==> src/rtl/mem_wb_stage.sv <==
// mem_wb_stage: MEM/WB pipeline register and write-back formatter (RV64).
//
// Captures memory-stage results on the rising edge of clk, extracts and
// extends load data from the naturally aligned doubleword returned by data
// memory, selects the write-back source and drives the register file write
// port one cycle later.  (regWrite, writeRegister, writeData) doubles as the
// forwarding source for earlier stages.
//
// Ports:
//   clk, rst            clock, synchronous active-high reset
//   stall, flush        hold stage / squash stage into a bubble (flush wins)
//   inValid             MEM slot holds a real instruction
//   inRegWrite          instruction writes rd
//   inMemToReg[1:0]     00 ALU, 01 load, 10 PC+4, 11 reserved (writes 0)
//   inFunct3[2:0]       load type (only meaningful for inMemToReg=01)
//   inRd                destination register
//   inAluResult         ALU result / load effective address
//   inMemData           aligned doubleword read from data memory
//   inPcPlus4           link value
//   regWrite            register file write enable
//   writeRegister       register file write address
//   writeData           register file write data
//   wbValid             stage holds a valid instruction
//   loadFault           captured load was misaligned or had funct3=111
//   retireCount[63:0]   retired-instruction counter (wraps)
//
// Handshake: there is no valid/ready back-pressure here.  A slot is taken on
// every rising edge unless stall holds it; inValid qualifies the slot and
// wbValid reports it, and flush or rst replace it with a bubble.
module mem_wb_stage #(
  parameter int XLEN   = 64,
  parameter int REG_AW = 5
) (
  input  logic              clk,
  input  logic              rst,
  input  logic              stall,
  input  logic              flush,
  input  logic              inValid,
  input  logic              inRegWrite,
  input  logic [1:0]        inMemToReg,
  input  logic [2:0]        inFunct3,
  input  logic [REG_AW-1:0] inRd,
  input  logic [XLEN-1:0]   inAluResult,
  input  logic [XLEN-1:0]   inMemData,
  input  logic [XLEN-1:0]   inPcPlus4,
  output logic              regWrite,
  output logic [REG_AW-1:0] writeRegister,
  output logic [XLEN-1:0]   writeData,
  output logic              wbValid,
  output logic              loadFault,
  output logic [63:0]       retireCount
);

  logic              reg_write_q,      reg_write_d;
  logic [REG_AW-1:0] write_register_q, write_register_d;
  logic [XLEN-1:0]   write_data_q,     write_data_d;
  logic              wb_valid_q,       wb_valid_d;
  logic              load_fault_q,     load_fault_d;
  logic [63:0]       retire_count_q,   retire_count_d;

  // Load formatting
  logic [2:0]      off;
  logic [XLEN-1:0] shifted;
  logic            fmt_fault;
  logic [XLEN-1:0] load_data;
  logic [XLEN-1:0] wb_src;

  always_comb begin
    off     = inAluResult[2:0];
    // Move the addressed field down to bit 0 so every width extends from LSB.
    shifted = inMemData >> {off, 3'b000};

    fmt_fault = 1'b0;
    case (inFunct3)
      3'b000, 3'b100: fmt_fault = 1'b0;
      3'b001, 3'b101: fmt_fault = off[0];
      3'b010, 3'b110: fmt_fault = |off[1:0];
      3'b011:         fmt_fault = |off;
      default:        fmt_fault = 1'b1;  // funct3=111 is not a load
    endcase

    load_data = '0;
    case (inFunct3)
      3'b000:  load_data = {{(XLEN-8){shifted[7]}},   shifted[7:0]};
      3'b001:  load_data = {{(XLEN-16){shifted[15]}}, shifted[15:0]};
      3'b010:  load_data = {{(XLEN-32){shifted[31]}}, shifted[31:0]};
      3'b011:  load_data = shifted;
      3'b100:  load_data = {{(XLEN-8){1'b0}},  shifted[7:0]};
      3'b101:  load_data = {{(XLEN-16){1'b0}}, shifted[15:0]};
      3'b110:  load_data = {{(XLEN-32){1'b0}}, shifted[31:0]};
      default: load_data = '0;
    endcase
    if (fmt_fault) load_data = '0;

    wb_src = '0;
    case (inMemToReg)
      2'b00:   wb_src = inAluResult;
      2'b01:   wb_src = load_data;
      2'b10:   wb_src = inPcPlus4;
      default: wb_src = '0;
    endcase
  end

  // Next-state: reset > flush > stall > normal capture
  always_comb begin
    reg_write_d      = reg_write_q;
    write_register_d = write_register_q;
    write_data_d     = write_data_q;
    wb_valid_d       = wb_valid_q;
    load_fault_d     = load_fault_q;
    retire_count_d   = retire_count_q;

    if (rst) begin
      reg_write_d      = 1'b0;
      write_register_d = '0;
      write_data_d     = '0;
      wb_valid_d       = 1'b0;
      load_fault_d     = 1'b0;
      retire_count_d   = '0;
    end else if (flush) begin
      // Bubble; the retire count is architectural and survives a flush.
      reg_write_d      = 1'b0;
      write_register_d = '0;
      write_data_d     = '0;
      wb_valid_d       = 1'b0;
      load_fault_d     = 1'b0;
    end else if (!stall) begin
      load_fault_d     = inValid & (inMemToReg == 2'b01) & fmt_fault;
      wb_valid_d       = inValid;
      // x0 is never written, and a faulting load must not update rd.
      reg_write_d      = inValid & inRegWrite & (inRd != '0) & ~load_fault_d;
      write_register_d = inRd;
      write_data_d     = wb_src;
      if (inValid && !load_fault_d) retire_count_d = retire_count_q + 64'd1;
    end
  end

  always_ff @(posedge clk) begin
    reg_write_q      <= reg_write_d;
    write_register_q <= write_register_d;
    write_data_q     <= write_data_d;
    wb_valid_q       <= wb_valid_d;
    load_fault_q     <= load_fault_d;
    retire_count_q   <= retire_count_d;
  end

  assign regWrite      = reg_write_q;
  assign writeRegister = write_register_q;
  assign writeData     = write_data_q;
  assign wbValid       = wb_valid_q;
  assign loadFault     = load_fault_q;
  assign retireCount   = retire_count_q;

endmodule

==> config.mk <==
export PLATFORM = sky130hd
export DESIGN_NAME = mem_wb_stage
export DESIGN_NICKNAME = d
export VERILOG_FILES = /design/src/rtl/mem_wb_stage.sv
export SDC_FILE = /design/constraint.sdc
export NUM_CORES = 1
export LEC_CHECK = 0
export BUFFER_PORTS_ARGS = -buffer_cell sky130_fd_sc_hd__buf_2
export CAP_MARGIN = 15
export CORE_ASPECT_RATIO = 0.75
export CORE_MARGIN = 3
export CORE_UTILIZATION = 47
export CTS_BUF_LIST = sky130_fd_sc_hd__clkbuf_16
export DETAILED_ROUTE_END_ITERATION = 10
export GPL_TIMING_DRIVEN = 0
export PLACE_DENSITY_LB_ADDON = 0.3
export SLEW_MARGIN = 20
export SYNTH_ARGS = -nofsm -noshare
export SYNTH_HDL_FRONTEND = slang
export SYNTH_SLANG_ARGS = --single-unit
==> constraint.sdc <==
create_clock -name clk -period 2.5 [get_ports clk]
set_input_delay 0.125 -clock clk [delete_from_list [all_inputs] [get_ports clk]]
set_output_delay 0.125 -clock clk [all_outputs]
set_load 0.03 [all_outputs]
Word level (Yosys, flattened, before mapping):

Cells that the tools add are included.

* multiplexer cells: 4
* add/subtract/negate cells: 1
* shift-type cells: 1
* bitwise gates (word level): 8
* reduce and logical (&&, ||, !) cells: 12
* eq/ne operators: 8

Operator list (count)
* $pmux W64 S7: 1
* $pmux W64 S3: 1
* $add A64 B1 Y64 const B: 1
* $mux W64: 1
* $shr A64 B6 Y64: 1
* $reduce_or A2 Y1: 5
* $eq A3 B3 Y1 const B: 3
* $eq A3 B2 Y1 const B: 2
* $and A1 B1 Y1: 5
* $reduce_bool A5 Y1: 1
* $pmux W1 S4: 1
* $eq A3 B1 Y1 const B: 1
* $logic_not A3 Y1: 1
* $not A1 Y1: 3
* $reduce_and A3 Y1: 1
* $reduce_or A3 Y1: 1
* $eq A2 B1 Y1 const B: 1
* $eq A2 B2 Y1 const B: 1
* $logic_not A2 Y1: 1
* $logic_and A1 B1 Y1: 1
* $logic_not A1 Y1: 1

* word-level logic and storage cells: 40
* output and inout port bits: 136
* input bits: 208
* register bits after elaboration: 136

Depth between registers and ports, before layout:

Gate-level depths: netlist of run 1.

* depth after elaboration: 7
* depth in mapped cells: 9
* gate-level depth less buffers: 6

Least setup slack after synthesis of run 1:

Ideal clock, no wire load.

* kind: register to register
* from: register retire_count_q[3], in the netlist retireCount[3]
* to: register retire_count_q[51], in the netlist retireCount[51]
* arrival time: 2.121 ns
* period minus slack after synthesis: 2.242 ns
* stages on the path, launching flop included: 7
* setup slack: 0.258 ns
* setup time: 0.121 ns
* required time: 2.379 ns
* buffers on the path: 1
* path through: dfxtp_1 > nand4_1 > nor4_2 > nand4_2 > buf_2 > nor3_1 > mux2_2

* longest elaborated chain between the ends: 1

RTL lines
* from (decl): line 59 `logic [63:0] retire_count_q, retire_count_d;`
* from (signal assigned): line 144 `retire_count_q <= retire_count_d;`
* $add A64 B1 Y64: line 134 `if (inValid && !load_fault_d) retire_count_d = retire_count_q + 64'd1;`

No other way between the ends.
A chain may end at the register's enable or synchronous reset.

Final worst setup path of run 1:

* from: register retire_count_q[11], in the netlist retireCount[11]
* to: register retire_count_q[51], in the netlist retireCount[51]

Same word-level chain as after synthesis.

==> metrics.txt, run 1 <==
Crit. End Element=flop; WL/cell=20.1 um; Yosys reg bits=136; Max Clock Skew=10.2 ps; post-route ant nets=0; syn_nets=1,333; initial core utilization=48.2%; num rows=44; crit path cell chain=nand4_1, nor4_4, nand4_2, buf_2, nor3_1, mux2_2; RePlAce Congestion=1.01; Congestion Overflow GR=0; CP max-delay cell=dfxtp_1; Bufs on Longest Clock Path=2; drt initial violations=1,074; vias in the first global route=9,862; share of layout cells above drive strength 1=34.2%; Avg Cell Area, Syn=8.36 um^2; final number of setup-violating endpoints=0; Hold Path Class=in -> reg; status=complete, no violations; worst-skew pair later-pin latency=420 ps; Final Util=62.4%; number of I/O port buffers=341; min cycle time layout=2400 ps; Final Hold Vio Count=0; CP bufs+invs=1; initial antenna violation count=8; WS Path Type=reg -> reg; die area=21,700 um^2; H-tree depth=4; EDFF count, synth=0; CTS Sinks=136; 1st-pass router iterations=5; dpl hpwl=27.4 mm; Finished Cell Area=12,200 um^2; Final Cycle Share=96.1%; DRC violations left=0; Nets=1,706; Synth Cell Area=9390 um^2; max_cap viols=0; Post-Route WL=35.6 mm; die width=169 um; GRT Resource Usage Total=31.1%; Post-DP Area=11,400 um^2; total CTS buffers=17; Slew HR=32.1%; Worst EP required=2820 ps; R2R Setup Slk=100 ps; crit path DAT=2720 ps; CTS Root Buffer Type=clkbuf_16; clock slew at reported path FFs=70 ps; commonest cells after routing, fill and taps aside=buf_2 (366), dfxtp_1 (135), nor2_1 (119); largest net degree at the start of global routing=17; Core ar.=19,500 um^2; P&R area growth vs syn=29.4%; Slew Viols, Final=0; CTS tree=done; die height=128 um; crit-path max FO=10; worst-margin pin slew=1010 ps; Pleak=5.45 nW; synth warn=0; crit-path leading delay family=simple AND/OR/NAND/NOR gates; PD cells=485 nW/um^2; most common cell after layout, fill and taps aside=buf_2; Peak Freq=0.416 GHz; Critical Path Start Type=flop; vias per cell=6.00; Post-synth top flop=dfxtp_1; ys async rst share=0%; register area share after synthesis=29.0%; top-level port count=344; fillers=1,759; first-pass GRT wire length=53.6 mm; slowest cell delay on critical path=450 ps; post-synthesis cell count=1,124; Via Count=10.6k; Peak supply drop=299 uV; unrepaired setup endpoints after global routing=true; post-synth cell types=77
==> state kept, by name, summed over array words and instances (netlist names) <==
signal / cells
wbValid: 1
loadFault: 1
writeData: 64
writeRegister: 5
retireCount: 64
regWrite: 1
==> layer usage <==
| layer | GRT usage (%) | part of all wire [%] | vias up |
|---|---|---|---|
| li1 | - | - | 4947 |
| met1 | 39.5 | 40 | 5010 |
| met2 | 52.0 | 47 | 555 |
| met3 | 8.81 | 9.7 | 72 |
| met4 | 8.75 | 2.2 | 10 |
| met5 | 0 | 0.19 | - |
==> cell families after synthesis <==
family	share of synthesized area, %
AND/OR/NAND/NOR	22.3
adder cells (fa/ha/maj)	0.133
XOR/XNOR	1.59
AO/OA/AOI/OAI	19.6
multiplexers	21.8
buffers and inverters	5.65
flip-flops	29.0
==> worst reg2reg max path: cells and delay by family, from the launching register on <==
family,cells,cell delay [ps]
mux,1,360
buf+inv,1,300
flops,1,450
simple gates,4,1190
==> report_power, final <==
group / internal, W / leakage, nW / switching (W) / total [W]
combinational: 0.000455 / 4.06 / 0.000652 / 0.00111
sequential: 0.00219 / 1.10 / 0.0000142 / 0.00221
clock: 0.00149 / 0.285 / 0.00108 / 0.00258
==> cells in the mapped netlist (25+ instances only) <==
| master | count | area [um^2] |
|---|---|---|
| dfxtp_1 | 136 | 2720 |
| mux2_2 | 42 | 473 |
| buf_2 | 25 | 125 |
| o21ai_0 | 65 | 325 |
| a21oi_1 | 59 | 295 |
| nor2b_1 | 26 | 163 |
| mux2i_1 | 103 | 1030 |
| nand2_1 | 115 | 432 |
| nor3_1 | 31 | 155 |
| nor2_1 | 119 | 447 |
| o221ai_1 | 25 | 219 |
| clkbuf_1 | 49 | 184 |
==> what timing repair did <==
item | in CTS | in global routing
endpoints found under the setup margin | 0 | 16
resized for setup | 0 | 3
setup buffers | 0 | 8
hold buffers | 5 | 0
hold endpoints to repair | 5 | 0
==> stage by stage <==
stage	setup TNS, ps	total power (W)	instances	hold WS [ps]	setup slack (ps)
3_5_place_dp	0	0.00333	1718	379	45.2
5_1_grt	-42.9	0.00610	1766	41.1	-31.0
2_1_floorplan	0	0.00291	1124	269	258
4_1_cts	0	0.00589	1755	29.5	30.2
6_report	0	0.00589	1766	38.1	96.4
3_3_place_gp	0	0.00332	1718	372	53.5
==> final timing paths <==
check | start | endpoint | cells after the start
worst min register to register | writeData[52]$_SDFFE_PP0N_ | writeData[52]$_SDFFE_PP0N_ | 2
worst max register to register | retireCount[11]$_SDFFE_PP0P_ | retireCount[51]$_SDFFE_PP0P_ | 6
worst max-delay path | retireCount[11]$_SDFFE_PP0P_ | retireCount[51]$_SDFFE_PP0P_ | 6
worst min-delay path | inAluResult[44] | writeData[44]$_SDFFE_PP0N_ | 5
==> final cells by class <==
class | instances | area (um^2) | area share [%]
diodes | 3 | 7.51 | 0.0618
repair buffers | 354 | 1820 | 14.9
flip-flops and latches | 136 | 2720 | 22.4
multi-input cells | 870 | 6170 | 50.7
clock buffers | 17 | 425 | 3.50
inverters | 25 | 93.8 | 0.772
plain buffers | 93 | 437 | 3.59
clock inverters | 15 | 165 | 1.36
well taps | 253 | 317 | 2.60
Note: power is estimated with default switching activity, not from simulation.
==> run 2, diff against run 1 <==
ABC_AREA = 1   (was default)
==> run 2 against run 1 <==
Effect of this change:
- final cell count increased by 33%
- power up 2.2%
- sequential power barely moved
- wire length is 37% higher
- first-iteration DRC count grew 53%
- maximum frequency fell by 2.5%
- sequential share of layout area decreased by 1.0 points
- global-route usage increased by 8.9 points
- die area is 6.7% higher
- synthesized area increased by 7.0%
- count of clock-buffer cells in the layout unchanged
- utilization down 0.54 points
==> metrics.txt, run 2 <==
crit-path leading delay family=simple AND/OR/NAND/NOR gates; clock slew at reported path FFs=70 ps; top cell type's share of synthesized area=27.1%; DRC violations left=0; final number of setup-violating endpoints=0; most common cell after layout, fill and taps aside=nand2_1; Post-DP Area=12,100 um^2; top-level port count=344; mux share of post-synthesis cell area=0.0996%; Core ar.=20,600 um^2; Max Clock Skew=17.1 ps; CP bufs+invs=0; commonest cells after routing, fill and taps aside=nand2_1 (591), buf_2 (374), inv_1 (140); Pleak=5.94 nW; top routing layer in use=met5; postcts setup bufs=0; Worst EP required=2780 ps; post-synthesis simple-gate area fraction=42.0%; WS Path Type=reg -> reg; metal3 WL=7.14 mm; syn_nets=1,905; Final Util=61.8%; crit path cell chain=nand2_1, nor3_1, nand2_1, nor3_1, nand4_1, nor2_1, nand3_1, nand2_1, nor2_1; Bufs on Longest Clock Path=2; worst hold start=inAluResult[7]; Avg Cell Area, Syn=5.93 um^2; FF+latch area=2720 um^2; CTS tree=done; num rows=45; R2R Setup Slk=30 ps; Synth area leader=dfxtp_1; EDFF count, synth=0; largest family of logic cells by synthesized area=simple AND/OR/NAND/NOR gates; R2R cell count=9; Nets=2,269; P&R area growth vs syn=26.8%; crit-path max FO=5; adder-cell share of the synthesized area=0.124%; CP most frequent cell=nand2_1; Peak Freq=0.406 GHz; min cycle time layout=2470 ps; post-synth cell types=45; Hold Crit Depth=5; Final Cycle Share=98.6%; ys async rst share=0%; most frequent cell after synthesis=nand2_1; worst-margin pin slew=910 ps; Via Count=13.7k; Final Hold Vio Count=0; Yosys reg bits=136; post-synthesis cell count=1,696; met2 WL=19.6 mm; Finished Cell Area=12,700 um^2; status=complete, no violations; H-tree depth=4; share of layout cells above drive strength 1=21.7%; 1st-pass router iterations=9; RePlAce Congestion=1.05; Synth area leaders=dfxtp_1 (27%), nand2_1 (22%), a21oi_1 (6.1%), nand3_1 (5.9%), inv_1 (5.2%); CTS Root Buffer Type=clkbuf_16; synth warn=0; unrepaired setup endpoints after global routing=true; Post-synth top flop=dfxtp_1; worst hold slack=34.6 ps; vias per cell=5.80; initial core utilization=48.8%; drt initial violations=1,647; die width=175 um; die height=133 um; Congestion Overflow GR=0; slowest cell delay on critical path=470 ps; dpl hpwl=39.3 mm; Synth Cell Area=10,100 um^2; first-pass GRT wire length=71.6 mm; die area=23,200 um^2; top cells by count, synth=nand2_1 (591), inv_1 (139), dfxtp_1 (136); largest net degree at the start of global routing=17; fillers=2,049; GRT Resource Usage Total=40.0%; CP max-delay cell=nor2_1; crit path DAT=2750 ps; register area share after synthesis=27.1%; CTS Sinks=136; Compound-Gate Fraction of Synth Area=17.6%; WL/cell=20.7 um; Post-Synth XOR/XNOR Area=2.70%; initial antenna violation count=2; r2r endpoint=retireCount[51]$_SDFFE_PP0P_; Overall Power=0.00602 W; met1 WL=20.8 mm; PD cells=473 nW/um^2; Critical Path Start Type=flop; Setup TNS=0 ps; Slew Viols, Final=0; Hold Path Class=in -> reg; total CTS buffers=17; vias in the first global route=12.4k; number of I/O port buffers=340; Crit. End Element=flop; area occupied by multi-input gates=6290 um^2; Slew HR=39.3%; max_cap viols=0; worst r2r src=retireCount[16]$_SDFFE_PP0P_; WHS Endpoint=writeData[7]$_SDFFE_PP0N_; Post-Route WL=48.8 mm; post-route ant nets=0; worst-skew pair later-pin latency=430 ps; Peak supply drop=483 uV
## run 2: worst min-delay path: cells and delay by family
| kind | cells | cell delay (ps) |
|---|---|---|
| buffers and inverters | 1 | 100 |
| AND/OR/NAND/NOR | 3 | 150 |
| AO/OA/AOI/OAI | 1 | 50 |
## run 2: stage by stage
step | instances | setup slack [ps]
floorplan | 1696 | 489
global placement | 2318 | 141
detailed placement | 2318 | 151
CTS | 2355 | 112
global route | 2356 | -49.6
finish | 2356 | 34.8
## run 2: worst max path at each step
stage                            startpoint                      endpoint  slack (ps)  depth (start not counted)
2_1_floorplan   retireCount[0]$_SDFFE_PP0P_  retireCount[34]$_SDFFE_PP0P_         490                          9
6_report       retireCount[16]$_SDFFE_PP0P_  retireCount[51]$_SDFFE_PP0P_          30                          9
3_3_place_gp    retireCount[0]$_SDFFE_PP0P_  retireCount[34]$_SDFFE_PP0P_         140                          9
3_5_place_dp    retireCount[0]$_SDFFE_PP0P_  retireCount[34]$_SDFFE_PP0P_         150                          9
4_1_cts         retireCount[0]$_SDFFE_PP0P_  retireCount[34]$_SDFFE_PP0P_         110                          9
5_1_grt         retireCount[0]$_SDFFE_PP0P_  retireCount[50]$_SDFFE_PP0P_         -50                         10
## run 2: logic make-up after synthesis
kind of cell               Yosys count
and+or+nand+nor                    982
AOI/OAI and AO/OA                  296
buffers and inverters              249
DFF                                136
xor gates and xnor gates            31
muxes                                1
adders and majority gates            1
## run 2: what timing repair did
action,in CTS,in global routing
hold endpoints to repair,5,0
hold buffers,5,0
setup endpoints to repair,0,4
resized for setup,0,2
## run 2: final cells by class
class                   instances  area share [%]
flip-flops and latches        136            21.4
clock buffers                  17            3.34
clock inverters                15            1.14
diodes                          1          0.0196
multi-input cells            1311            49.4
plain buffers                 104            3.93
repair buffers                345            13.7
well taps                     282            2.77
inverters                     145            4.27
## run 2: report_power, final
group          switching (W)  internal (W)  total (W)
Sequential         0.0000211       0.00220    0.00222
Clock                0.00115       0.00140    0.00255
Combinational       0.000837      0.000417    0.00125
Total                0.00201       0.00401    0.00602
## run 2: per-layer routing
layer	GRT usage, %	vias to the layer above
met3	14.5	98
met2	57.6	983
li1	-	6307
met4	11.7	2
met1	55.9	6269
met5	0	-
